==> src/rtl/int_ctrl_pkg.sv <==
// Shared definitions for the interrupt controller: register offsets, source
// indices, FSM state type and the priority-encoder result record.
package int_ctrl_pkg;

  localparam logic [1:0] INT_PEND = 2'd0;
  localparam logic [1:0] INT_MASK = 2'd1;
  localparam logic [1:0] INT_MODE = 2'd2;
  localparam logic [1:0] INT_STAT = 2'd3;

  localparam int INT_TIMER = 0;
  localparam int INT_UART  = 1;
  localparam int INT_BT    = 2;

  typedef enum logic [1:0] {
    ST_IDLE,
    ST_REQ,
    ST_SERVICE
  } state_e;

  typedef struct packed {
    logic       valid;
    logic [2:0] idx;
  } prio_t;

  function automatic logic [7:0] onehot8(input logic [2:0] idx);
    return 8'b1 << idx;
  endfunction

endpackage

==> src/rtl/int_ctrl_if.sv <==
// Register bus and CPU interrupt handshake of the interrupt controller.
interface int_ctrl_if #(
  parameter int DW = 16
);
  logic          reg_sel;
  logic          reg_we;
  logic [1:0]    reg_addr;
  logic [DW-1:0] reg_wdata;
  logic [DW-1:0] reg_rdata;
  logic          int_req;
  logic [2:0]    int_id;
  logic          int_ack;
  logic          int_eoi;

  modport master (
    output reg_sel, reg_we, reg_addr, reg_wdata, int_ack, int_eoi,
    input  reg_rdata, int_req, int_id
  );

  modport slave (
    input  reg_sel, reg_we, reg_addr, reg_wdata, int_ack, int_eoi,
    output reg_rdata, int_req, int_id
  );
endinterface

==> src/rtl/int_ctrl_prio_enc8.sv <==
// Fixed-priority encoder over eight requests; the lowest set index wins.
module prio_enc8
  import int_ctrl_pkg::*;
(
  input  logic [7:0] vec_i,
  output prio_t      pick_o
);

  // NOTE: every output of a combinational block gets a default first so no
  // path leaves it unassigned and no latch is inferred.
  always_comb begin
    pick_o = '0;
    for (int i = 7; i >= 0; i--) begin
      if (vec_i[i]) begin
        pick_o.valid = 1'b1;
        pick_o.idx   = 3'(i);
      end
    end
  end

endmodule

==> src/rtl/int_ctrl.sv <==
// Eight-source interrupt controller: pending/mask/mode registers, fixed
// priority arbitration and a request/service handshake FSM.
module int_ctrl
  import int_ctrl_pkg::*;
#(
  parameter int NSRC = 8,
  parameter int DW   = 16
) (
  input  logic            clk,
  input  logic            rst,
  input  logic [NSRC-1:0] irq_src,
  int_ctrl_if.slave       bus
);

  logic [7:0] src_q, src_d;
  logic [7:0] pend_q, pend_d;
  logic [7:0] mask_q, mask_d;
  logic [7:0] mode_q, mode_d;
  state_e     state_q, state_d;
  logic       int_req_q, int_req_d;
  logic [2:0] int_id_q, int_id_d;
  logic       in_service_q, in_service_d;

  logic [7:0]    src;
  logic [7:0]    pending;
  logic [7:0]    cand;
  logic [7:0]    cand_nxt;
  logic [7:0]    edge_set;
  logic [7:0]    w1c;
  logic [7:0]    ack_clr;
  logic          reg_wr;
  prio_t         pick;
  logic [DW-1:0] rdata;
  logic          unused_wdata_hi;

  assign src             = irq_src;
  assign unused_wdata_hi = ^bus.reg_wdata[DW-1:8];

  // Level-mode bits follow the source directly; only edge-mode bits are stored.
  assign pending  = (mode_q & pend_q) | (~mode_q & src);
  assign cand     = pending & mask_q;
  assign edge_set = src & ~src_q;
  assign reg_wr   = bus.reg_sel & bus.reg_we;

  prio_enc8 u_prio (
    .vec_i  (cand),
    .pick_o (pick)
  );

  always_comb begin
    src_d   = src;
    mask_d  = mask_q;
    mode_d  = mode_q;
    w1c     = '0;
    ack_clr = '0;
    if (reg_wr) begin
      case (bus.reg_addr)
        INT_PEND: w1c    = bus.reg_wdata[7:0];
        INT_MASK: mask_d = bus.reg_wdata[7:0];
        INT_MODE: mode_d = bus.reg_wdata[7:0];
        default:  ;
      endcase
    end
    if (state_q == ST_REQ && bus.int_ack) begin
      ack_clr = onehot8(int_id_q);
    end
    // A new edge is OR-ed in after the clears so it survives a same-cycle clear.
    pend_d   = ((pend_q & ~w1c & ~ack_clr) | edge_set) & mode_d;
    cand_nxt = ((mode_d & pend_d) | (~mode_d & src)) & mask_d;
  end

  always_comb begin
    state_d      = state_q;
    int_req_d    = int_req_q;
    int_id_d     = int_id_q;
    in_service_d = in_service_q;
    case (state_q)
      ST_IDLE: begin
        if (pick.valid) begin
          state_d   = ST_REQ;
          int_req_d = 1'b1;
          int_id_d  = pick.idx;
        end
      end
      ST_REQ: begin
        // Ack wins over withdrawal and over a simultaneous eoi.
        if (bus.int_ack) begin
          state_d      = ST_SERVICE;
          int_req_d    = 1'b0;
          in_service_d = 1'b1;
        end else if (!cand_nxt[int_id_q]) begin
          state_d   = ST_IDLE;
          int_req_d = 1'b0;
        end
      end
      ST_SERVICE: begin
        if (bus.int_eoi) begin
          state_d      = ST_IDLE;
          in_service_d = 1'b0;
        end
      end
      default: begin
        state_d      = ST_IDLE;
        int_req_d    = 1'b0;
        in_service_d = 1'b0;
      end
    endcase
  end

  // NOTE: sequential state uses non-blocking assignments so every flop
  // samples the pre-edge values regardless of statement order.
  always_ff @(posedge clk) begin
    src_q <= src_d;
    if (rst) begin
      pend_q       <= '0;
      mask_q       <= 8'h00;
      mode_q       <= 8'hFF;
      state_q      <= ST_IDLE;
      int_req_q    <= 1'b0;
      int_id_q     <= 3'd0;
      in_service_q <= 1'b0;
    end else begin
      pend_q       <= pend_d;
      mask_q       <= mask_d;
      mode_q       <= mode_d;
      state_q      <= state_d;
      int_req_q    <= int_req_d;
      int_id_q     <= int_id_d;
      in_service_q <= in_service_d;
    end
  end

  always_comb begin
    rdata = '0;
    case (bus.reg_addr)
      INT_PEND: rdata[7:0]  = pending;
      INT_MASK: rdata[7:0]  = mask_q;
      INT_MODE: rdata[7:0]  = mode_q;
      INT_STAT: rdata[15:0] = {in_service_q, int_req_q, 3'b000, int_id_q, 8'h00};
      default:  rdata       = '0;
    endcase
  end

  assign bus.reg_rdata = rdata;
  assign bus.int_req   = int_req_q;
  assign bus.int_id    = int_id_q;

endmodule
==> src/flat_wrapper.sv <==
// flat-port wrapper written by rule: the top's interface ports become plain ports
module int_ctrl_flat import int_ctrl_pkg::*;
#(
  parameter int NSRC = 8,
  parameter int DW   = 16
)
  (clk, rst, irq_src, bus_reg_sel, bus_reg_we, bus_reg_addr, bus_reg_wdata, bus_int_ack, bus_int_eoi, bus_reg_rdata, bus_int_req, bus_int_id);
  int_ctrl_if #(.DW(DW)) bus_i ();
  input  logic clk;
  input  logic rst;
  input  logic [NSRC-1:0] irq_src;
  input wire logic [$bits(bus_i.reg_sel)-1:0] bus_reg_sel;
  input wire logic [$bits(bus_i.reg_we)-1:0] bus_reg_we;
  input wire logic [$bits(bus_i.reg_addr)-1:0] bus_reg_addr;
  input wire logic [$bits(bus_i.reg_wdata)-1:0] bus_reg_wdata;
  input wire logic [$bits(bus_i.int_ack)-1:0] bus_int_ack;
  input wire logic [$bits(bus_i.int_eoi)-1:0] bus_int_eoi;
  output wire logic [$bits(bus_i.reg_rdata)-1:0] bus_reg_rdata;
  output wire logic [$bits(bus_i.int_req)-1:0] bus_int_req;
  output wire logic [$bits(bus_i.int_id)-1:0] bus_int_id;
  assign bus_i.reg_sel = bus_reg_sel;
  assign bus_i.reg_we = bus_reg_we;
  assign bus_i.reg_addr = bus_reg_addr;
  assign bus_i.reg_wdata = bus_reg_wdata;
  assign bus_i.int_ack = bus_int_ack;
  assign bus_i.int_eoi = bus_int_eoi;
  assign bus_reg_rdata = bus_i.reg_rdata;
  assign bus_int_req = bus_i.int_req;
  assign bus_int_id = bus_i.int_id;
  int_ctrl #(.NSRC(NSRC), .DW(DW)) u_core (.clk(clk), .rst(rst), .irq_src(irq_src), .bus(bus_i));
endmodule
==> config.mk <==
export PLATFORM = sky130hd
export DESIGN_NAME = int_ctrl_flat
export DESIGN_NICKNAME = d
export VERILOG_FILES = /design/src/rtl/int_ctrl_pkg.sv /design/src/rtl/int_ctrl_if.sv /design/src/rtl/int_ctrl_prio_enc8.sv /design/src/rtl/int_ctrl.sv /design/src/flat_wrapper.sv
export SDC_FILE = /design/constraint.sdc
export NUM_CORES = 1
export LEC_CHECK = 0
export ABC_AREA = 1
export CAP_MARGIN = 20
export CORE_ASPECT_RATIO = 0.5
export CORE_UTILIZATION = 35
export CTS_BUF_LIST = sky130_fd_sc_hd__clkbuf_16
export CTS_CLUSTER_DIAMETER = 50
export DETAILED_ROUTE_END_ITERATION = 8
export HOLD_SLACK_MARGIN = 0.06
export PLACE_DENSITY = 0.71
export SLEW_MARGIN = 20
export SYNTH_ARGS = -nofsm -noshare
export SYNTH_HDL_FRONTEND = slang
export SYNTH_SLANG_ARGS = --single-unit
export TNS_END_PERCENT = 10
==> constraint.sdc <==
create_clock -name clk -period 2.25 [get_ports clk]
set_clock_uncertainty 0.15 [all_clocks]
set_input_delay 0.45 -clock clk [delete_from_list [all_inputs] [get_ports clk]]
set_output_delay 0.45 -clock clk [all_outputs]
set_load 0.01 [all_outputs]
==> flow_metrics.env, run 1 <==
export IMPL_status="complete, no violations"
export IMPL_initial_utilization_pct=37.44
export IMPL_netSwitchingPower_uw=498.3
export IMPL_numCtsBuffers=5
export IMPL_syn_area_um2=2342
export IMPL_vdd_drop_max_v=0.0002610
export IMPL_overflow=0
export IMPL_setup_viol_count_final=0
export IMPL_synth_seq_area_share_pct=33.33
export IMPL_cts_hold_buf=0
export IMPL_cts_tree="built"
export IMPL_cts_clk_slew_worst_paths_ns=0.05
export IMPL_grt_pass1_vias=2361
export IMPL_critical_path_class="input pin to output pin"
export IMPL_coreArea_um2=6256
export IMPL_num_rows=20
export IMPL_root_buffer="clkbuf_16"
export IMPL_grt_max_degree=17
export IMPL_fmax_mhz=457.4
export IMPL_synth_edf_count=0
export IMPL_fin_crit_sh_pct=97.18
export IMPL_die_w_um=117.7
export IMPL_p_leak_uw=0.001720
export IMPL_synthToLayoutAreaGrowth_pct=43.80
export IMPL_dieArea_um2=7043
export IMPL_cts_path_max_buffers=2
export IMPL_final_antenna_net_count=0
export IMPL_postSynthCellCount=377
export IMPL_wl_um=6740
export IMPL_worstPathMaxFanout=8
export IMPL_syn_area_per_cell_um2=6.213
export IMPL_multi_input_area_um2=1297
export IMPL_comb_power_share_pct=21.3
export IMPL_die_h_um=59.85
export IMPL_antenna_found_initial=0
export IMPL_drive_gt1_share_pct=20.47
export IMPL_diodes=0
export IMPL_finalWorstSetupSlack_ns=0.06355
export IMPL_synthArstFlopShare_pct=0
export IMPL_synthFlopType="dfxtp_1"
export IMPL_wl_per_cell_um=12.10
export IMPL_dp_hpwl_um=5261
export IMPL_pwr_share_clk_pct=37.6
export IMPL_clkLatencyLatePin_ns=0.29
export IMPL_internal_power_uw=1305
export IMPL_boundaryPins=52
export IMPL_final_cell_mix="nand2_1, inv_1, buf_4"
export IMPL_critPathRequiredTime_ns=1.65
export IMPL_yosys_cell_types_count=32
export IMPL_layout_commonest_cell="nand2_1"
export IMPL_port_buffers=40
export IMPL_grt_pass1_wl_um=10930
export IMPL_yosysWarnings=0
export IMPL_arrival_ns=1.59
export IMPL_vias_per_cell=4.675
export IMPL_drc=0
export IMPL_rsz0062_at_grt="yes"
export IMPL_slew_violations=0
export IMPL_min_period_ns=2.186
export IMPL_max_cap_violations=0
export IMPL_routabilityCongestion=0.8695
export IMPL_p_seq_share_pct=41.1
export IMPL_cts_max_level=2
export IMPL_ys_ff_latch=39
export IMPL_instances_no_fill=557
export IMPL_stdcell_area_um2=3368
export IMPL_min_path_type="register to register"
export IMPL_drt_initial_drc_count=139
export IMPL_hold_viol_final=0
export IMPL_grt_use_total_pct=20.54
export IMPL_vias=2604
export IMPL_swShare_pct=27.64
export IMPL_cts_sinks=39
export IMPL_dr_pass1_iters=4
export IMPL_dp_cells=547
export IMPL_p_per_area_nw_per_um2=535.3
export IMPL_dp_slack_ns=-0.4572
export IMPL_startpoint_type="input pin"
export IMPL_fin_nets=500
export IMPL_ff_latch_area_um2=780.7
export IMPL_placed_area_um2=3173
export IMPL_fillCellCount=636
export IMPL_end_kind="output pin"
==> critical path: stages <==
cell and delay (ns):
clkdlybuf4s15_1 0.25, inv_2 0.16, nor2_8 0.08, buf_4 0.13, a22oi_1 0.17, nand2_1 0.07
dlygate4sd2_1 0.28
==> power groups by stage <==
stage / sequential, uW / combinational, uW / clock, uW
after CTS: 741 / 371 / 692
after global routing: 745 / 422 / 720
final: 742 / 383 / 678
after detailed placement: 756 / 376 / 0
after floorplan: 753 / 188 / 0
after global placement: 755 / 372 / 0
==> kinds of logic (layout without fill, tap and decap cells) <==
logic type	count (synthesis)	after routing	share of synthesized area, %
simple gates	214	214	39.26
flops	39	39	33.33
other cells	1	3	0.1601
buf+inv	76	166	13.62
compound gates	47	47	13.62
==> metrics by stage <==
step | utilization (%) | setup TNS, ns | hold WS, ns | power, uW
floorplan | - | 0 | 0.2997 | 941.0
global placement | 50.72 | -5.504 | 0.3155 | 1127
detailed placement | 50.72 | -5.782 | 0.3190 | 1131
CTS | 52.86 | -0.4933 | 0.3304 | 1804
global route | 53.84 | -0.08870 | 0.3407 | 1887
finish | 53.84 | 0 | 0.3314 | 1803
==> path summary, 6_finish.rpt <==
check	start	end	slack, ns	cells after the start
setup / recovery	bus_reg_addr[0]	bus_reg_rdata[1]	0.06	7
hold / removal	u_core.in_service_q	u_core.in_service_q	0.33	2
setup reg to reg	u_core.state_q[0]	u_core.bus.int_req	0.41	14
hold reg to reg	u_core.in_service_q	u_core.in_service_q	0.33	2
==> cells in the mapped netlist, types with 4 or more instances <==
cell type / instances / area [um2]
dfxtp_1: 39 / 780.8
buf_4: 5 / 37.54
nand3_1: 31 / 155.2
inv_1: 62 / 232.7
or2_2: 8 / 50.05
inv_2: 4 / 15.01
o21ai_0: 10 / 50.05
a211oi_1: 10 / 75.07
a21oi_1: 7 / 35.03
o21ai_2: 6 / 52.55
a22oi_1: 6 / 45.04
nor2_1: 41 / 153.9
nand2_1: 121 / 454.2
==> final cells by class <==
type | instances | area share [%]
clock buffers | 5 | 3.715
clock inverters | 3 | 0.3343
inverters | 67 | 7.615
multi-input cells | 264 | 38.52
flip-flops and latches | 39 | 23.18
well taps | 88 | 3.269
repair buffers | 91 | 23.37
==> registers in the layout (all words and copies together), names as in the netlist <==
name	count
u_core.state_q	2
u_core.mask_q	8
u_core.bus.int_id	3
u_core.in_service_q	1
u_core.mode_q	8
u_core.bus.int_req	1
u_core.src_q	8
u_core.pend_q	8
==> layer usage <==
layer / up-vias / track usage, % / wire length [um]
li1: 1351 / - / -
met1: 1177 / 26.14 / 3217
met4: 0 / 8.974 / 60
met2: 71 / 33.61 / 2994
met5: - / 0 / 0
met3: 5 / 5.248 / 468
==> repair_timing <==
item,4_1_cts,5_1_grt
pin swaps,2,2
buffers inserted,1,1
setup endpoints to repair,15,11
gates resized for setup,32,18
No activity file was read; power rests on OpenSTA's default activity.
==> inputs of run 2 (changes only) <==
Settings changed: ABC_AREA 1 to 0, PLACE_DENSITY 0.71 to 0.72.
==> flow_metrics.env, run 2 <==
export IMPL_cp_cell_sequence="clkdlybuf4s50_1 > inv_1 > or3_1 > a21oi_2 > a21o_1 > buf_2"
export IMPL_cts_tree="built"
export IMPL_synthArstFlopShare_pct=0
export IMPL_min_period_ns=2.255
export IMPL_fin_nets=390
export IMPL_clkLatencyLatePin_ns=0.29
export IMPL_slew_violations=0
export IMPL_finalWorstSetupSlack_ns=-0.005002
export IMPL_setup_viol_count_final=1
export IMPL_min_path_type="input pin to register"
export IMPL_drt_initial_drc_count=198
export IMPL_vias=2441
export IMPL_report_power_total_uw=2005
export IMPL_critPathRequiredTime_ns=1.65
export IMPL_rsz0062_at_grt="yes"
export IMPL_die_h_um=57.26
export IMPL_status="complete, but fails checks"
export IMPL_timing_critical_path_buf_inv=3
export IMPL_yosys_cell_types_count=45
export IMPL_port_buffers=40
export IMPL_coreArea_um2=5682
export IMPL_numCtsBuffers=5
export IMPL_fin_crit_sh_pct=100.2
export IMPL_hold_viol_final=0
export IMPL_synthFlopType="dfxtp_1"
export IMPL_final_cell_mix="buf_4, dfxtp_1, nor2_1"
export IMPL_placed_area_um2=3037
export IMPL_cts_hold_buf=0
export IMPL_cts_max_level=2
export IMPL_grt_use_total_pct=23.99
export IMPL_critical_path_class="input pin to output pin"
export IMPL_wl_per_cell_um=17.59
export IMPL_syn_area_um2=2137
export IMPL_end_kind="output pin"
export IMPL_cpPeakStageDelay_ns=0.47
export IMPL_dr_pass1_iters=5
export IMPL_postSynthCellCount=255
export IMPL_root_buffer="clkbuf_16"
export IMPL_cts_clk_slew_worst_paths_ns=0.06
export IMPL_max_cap_violations=0
export IMPL_slowest_stage="clkdlybuf4s50_1"
export IMPL_fmax_mhz=443.5
export IMPL_dp_slack_ns=-0.6793
export IMPL_grt_max_degree=25
export IMPL_p_per_area_nw_per_um2=591.6
export IMPL_overflow=0
export IMPL_dp_cells=417
export IMPL_diodes=0
export IMPL_final_antenna_net_count=0
export IMPL_ys_ff_latch=39
export IMPL_grt_pass1_vias=2331
export IMPL_startpoint_type="input pin"
export IMPL_routabilityCongestion=0.8886
export IMPL_layout_commonest_cell="buf_4"
export IMPL_wl_um=7597
export IMPL_vdd_drop_max_v=0.0004238
export IMPL_synth_edf_count=0
export IMPL_worstPathMaxFanout=2
export IMPL_synth_top_cell_by_area="dfxtp_1"
export IMPL_initial_utilization_pct=37.61
export IMPL_grt_pass1_wl_um=11840
export IMPL_instances_no_fill=432
export IMPL_synth_top_area_share_pct=36.53
export IMPL_final_setup_tns_ns=-0.005002
export IMPL_p_leak_uw=0.001572
export IMPL_synthToLayoutAreaGrowth_pct=58.61
export IMPL_crit_family="buffers and inverters"
export IMPL_num_rows=19
export IMPL_cts_sinks=39
export IMPL_die_w_um=112.5
export IMPL_violations="negative setup slack"
export IMPL_vias_per_cell=5.650
export IMPL_antenna_found_initial=0
export IMPL_dp_hpwl_um=5195
export IMPL_yosysMostFrequentCell="dfxtp_1"
export IMPL_boundaryPins=52
export IMPL_drc=0
export IMPL_dieArea_um2=6441
export IMPL_yosysWarnings=0
export IMPL_drive_gt1_share_pct=31.48
export IMPL_netlist_top_cells_count="dfxtp_1, nor2_1, mux2i_1, nand2_1, a21oi_1"
export IMPL_stdcell_area_um2=3390
export IMPL_synth_seq_area_share_pct=36.53
export IMPL_cts_path_max_buffers=2
export IMPL_syn_area_per_cell_um2=8.381
export IMPL_yosys_top_cells_area="dfxtp_1, mux2i_1, nor2_1, a21oi_1, nor3_1"
export IMPL_arrival_ns=1.66
-- run 2: cell types whose count changed in the layout (fill, tap and decap cells not counted), sizes merged, moves of 11 or more --
cell	change
inv	-54
nor3	+11
mux2i	+18
nand3	-32
nand2	-108
nor2	-22
buf	+21
-- run 2: routing by layer --
metal	track usage, %	wire (um)
met1	31.39	3370
met2	39.40	3423
met3	6.057	661
met4	7.810	142
met5	0	0
-- run 2: repair_timing --
action                                  in CTS  in global routing
endpoints found under the hold margin        0                  0
gates cloned                                 0                  1
pin swaps                                   21                  2
resized for setup                           61                 11
buffers inserted                             4                  2
endpoints found under the setup margin      15                 11
-- run 2: worst paths after layout --
check,startpoint,endpoint,slack (ns),cells after the start
hold / removal,irq_src[7],u_core.src_q[7],0.26,1
hold reg to reg,u_core.in_service_q,u_core.in_service_q,0.31,2
setup reg to reg,u_core.state_q[1],u_core.bus.int_req,0.07,6
setup / recovery,irq_src[3],bus_reg_rdata[3],-0.005,6
-- run 2: area by class of cell --
class                      instances  area [um2]
tap                               73       91.34
clock buffer                       5       125.1
multi-input combinational        189        1366
timing repair buffer             110       907.1
fill                             452        2292
inverter                          13       48.80
sequential                        39       783.3
clock inverter                     3       67.56
-- run 2: report_power, final --
group          switching, uW  internal (uW)
clock                    294            635
combinational            160            174
sequential              23.4            718
total                    477           1530
-- run 2: logic make-up after synthesis --
logic type,share of synthesized area [%]
AND/OR/NAND/NOR,23.30
AO/OA/AOI/OAI,21.96
flip-flops,36.53
buffers and inverters,6.265
multiplexers,11.77
other,0.1755
-- run 2: through the flow --
step / hold WS [ns] / util, %
global placement: 0.2915 / 53.45
global route: 0.2835 / 59.66
detailed placement: 0.2973 / 53.45
floorplan: 0.2819 / -
finish: 0.2595 / 59.66
CTS: 0.2904 / 59.02
==> inputs of run 3 (changes only) <==
Settings changed: PLACE_DENSITY 0.72 to default.
==> flow_metrics.env, run 3 (same netlist as run 2, synthesis figures left out) <==
export IMPL_root_buffer="clkbuf_16"
export IMPL_reg2regPathDepth=7
export IMPL_vias=2365
export IMPL_final_util_pct=59.55
export IMPL_critical_path_class="input pin to register"
export IMPL_cts_max_level=2
export IMPL_cpPeakStageDelay_ns=0.45
export IMPL_fillCellCount=484
export IMPL_p_per_area_nw_per_um2=550.8
export IMPL_r2r_end="u_core.bus.int_req"
export IMPL_final_antenna_net_count=0
export IMPL_r2r_slack_ns=0.16
export IMPL_numCtsBuffers=5
export IMPL_grt_pass1_vias=2278
export IMPL_wl_per_cell_um=16.24
export IMPL_fin_nets=392
export IMPL_die_w_um=112.5
export IMPL_num_rows=19
export IMPL_vdd_drop_max_v=0.0002786
export IMPL_drt_initial_drc_count=101
export IMPL_grt_max_degree=23
export IMPL_cts_sinks=39
export IMPL_pwr_share_clk_pct=42.6
export IMPL_overflow=0
export IMPL_cts_path_max_buffers=2
export IMPL_die_h_um=57.26
export IMPL_max_cap_violations=0
export IMPL_critPathRequiredTime_ns=2.26
export IMPL_crit_family="compound AO/OA/AOI/OAI gates"
export IMPL_setup_viol_count_final=0
export IMPL_netSwitchingPower_uw=453.1
export IMPL_vias_per_cell=5.449
export IMPL_slew_violations=0
export IMPL_drc=0
export IMPL_worstPathMaxFanout=4
export IMPL_dp_hpwl_um=5314
export IMPL_startpoint_type="input pin"
export IMPL_grt_pass1_wl_um=11320
export IMPL_placed_area_um2=3067
export IMPL_cts_clk_slew_worst_paths_ns=0.06
export IMPL_synthToLayoutAreaGrowth_pct=58.31
export IMPL_dieArea_um2=6441
export IMPL_cp_cell_sequence="clkdlybuf4s50_1 > mux2_2 > a22oi_1 > nand2_1 > o21ai_1 > buf_4 > a21o_1 > a31oi_1"
export IMPL_reg2reg_from="u_core.state_q[0]"
export IMPL_port_buffers=40
export IMPL_cts_tree="built"
export IMPL_min_path_type="input pin to register"
export IMPL_coreArea_um2=5682
export IMPL_min_period_ns=2.169
export IMPL_fmax_mhz=461.1
export IMPL_timing_critical_path_buf_inv=2
export IMPL_holdCritStartpoint="irq_src[4]"
export IMPL_layout_commonest_cell="buf_4"
export IMPL_end_kind="register"
export IMPL_hold_viol_final=0
export IMPL_final_cell_mix="buf_4, dfxtp_1, nor2_1"
export IMPL_clkLatencyLatePin_ns=0.29
export IMPL_slowest_stage="clkdlybuf4s50_1"
export IMPL_routabilityCongestion=0.8787
export IMPL_internal_power_uw=1410
export IMPL_crit_cells=8
export IMPL_boundaryPins=52
export IMPL_min_to="u_core.src_q[4]"
export IMPL_min_path_cells=1
export IMPL_p_leak_uw=0.001553
export IMPL_antenna_found_initial=0
export IMPL_wl_um=7046
export IMPL_grt_use_total_pct=23.06
export IMPL_cts_hold_buf=0
export IMPL_status="complete, no violations"
export IMPL_initial_utilization_pct=37.61
export IMPL_arrival_ns=2.18
export IMPL_diodes=0
export IMPL_comb_power_share_pct=17.6
export IMPL_rsz0062_at_grt="yes"
export IMPL_stdcell_area_um2=3383
export IMPL_swShare_pct=24.31
export IMPL_fin_crit_sh_pct=96.38
export IMPL_drive_gt1_share_pct=32.13
export IMPL_dr_pass1_iters=5
export IMPL_p_seq_share_pct=39.8
-- run 3: layout make-up --
class	instances	area (um2)	area share (%)
Sequential cell	39	783.3	23.15
Multi-Input combinational cell	189	1365	40.35
Timing Repair Buffer	112	930.9	27.51
Clock inverter	3	38.79	1.146
Clock buffer	5	125.1	3.698
Inverter	13	48.80	1.442
Tap cell	73	91.34	2.700
-- run 3: power by group through the flow --
| stage | registers (uW) | clock network [uW] | logic, uW |
|---|---|---|---|
| final | 742 | 793 | 329 |
| after global placement | 754 | 0 | 306 |
| after detailed placement | 755 | 0 | 311 |
| after CTS | 741 | 805 | 317 |
| after global routing | 744 | 838 | 355 |
| after floorplan | 748 | 0 | 138 |
-- run 3: per-layer routing --
layer | wire, um | vias up | track usage (%)
met5 | 0 | - | 0
met4 | 74 | 0 | 6.095
met3 | 484 | 8 | 4.888
met2 | 3161 | 93 | 39.40
met1 | 3324 | 1134 | 30.11
li1 | - | 1130 | -
-- run 3: per-stage QoR --
| stage | power [uW] | hold slack [ns] | setup slack [ns] | std cells | TNS [ns] |
|---|---|---|---|---|---|
| 2_1_floorplan | 886.5 | 0.2819 | 0.2749 | 257 | 0 |
| 3_3_place_gp | 1060 | 0.2888 | -0.6138 | 421 | -7.383 |
| 3_5_place_dp | 1065 | 0.3048 | -0.6258 | 421 | -7.643 |
| 4_1_cts | 1862 | 0.2801 | 0.003156 | 429 | 0 |
| 5_1_grt | 1937 | 0.2657 | -0.009979 | 434 | -0.009979 |
| 6_report | 1864 | 0.2704 | 0.08138 | 434 | 0 |
-- run 3: what timing repair did --
item | in CTS | in global routing
resized for setup | 61 | 16
setup buffers | 0 | 5
setup endpoints to repair | 15 | 12
pin swaps | 15 | 9
-- run 3: worst max path at each step --
stage                     from            endpoint  slack (ns)
2_1_floorplan       bus_reg_we   u_core.state_q[0]        0.27
3_3_place_gp   bus_reg_addr[1]    bus_reg_rdata[6]       -0.61
6_report            irq_src[2]  u_core.bus.int_req        0.08
4_1_cts            bus_reg_sel   u_core.state_q[0]       0.003
3_5_place_dp   bus_reg_addr[1]    bus_reg_rdata[5]       -0.63
5_1_grt        bus_reg_addr[0]   u_core.state_q[0]       -0.01
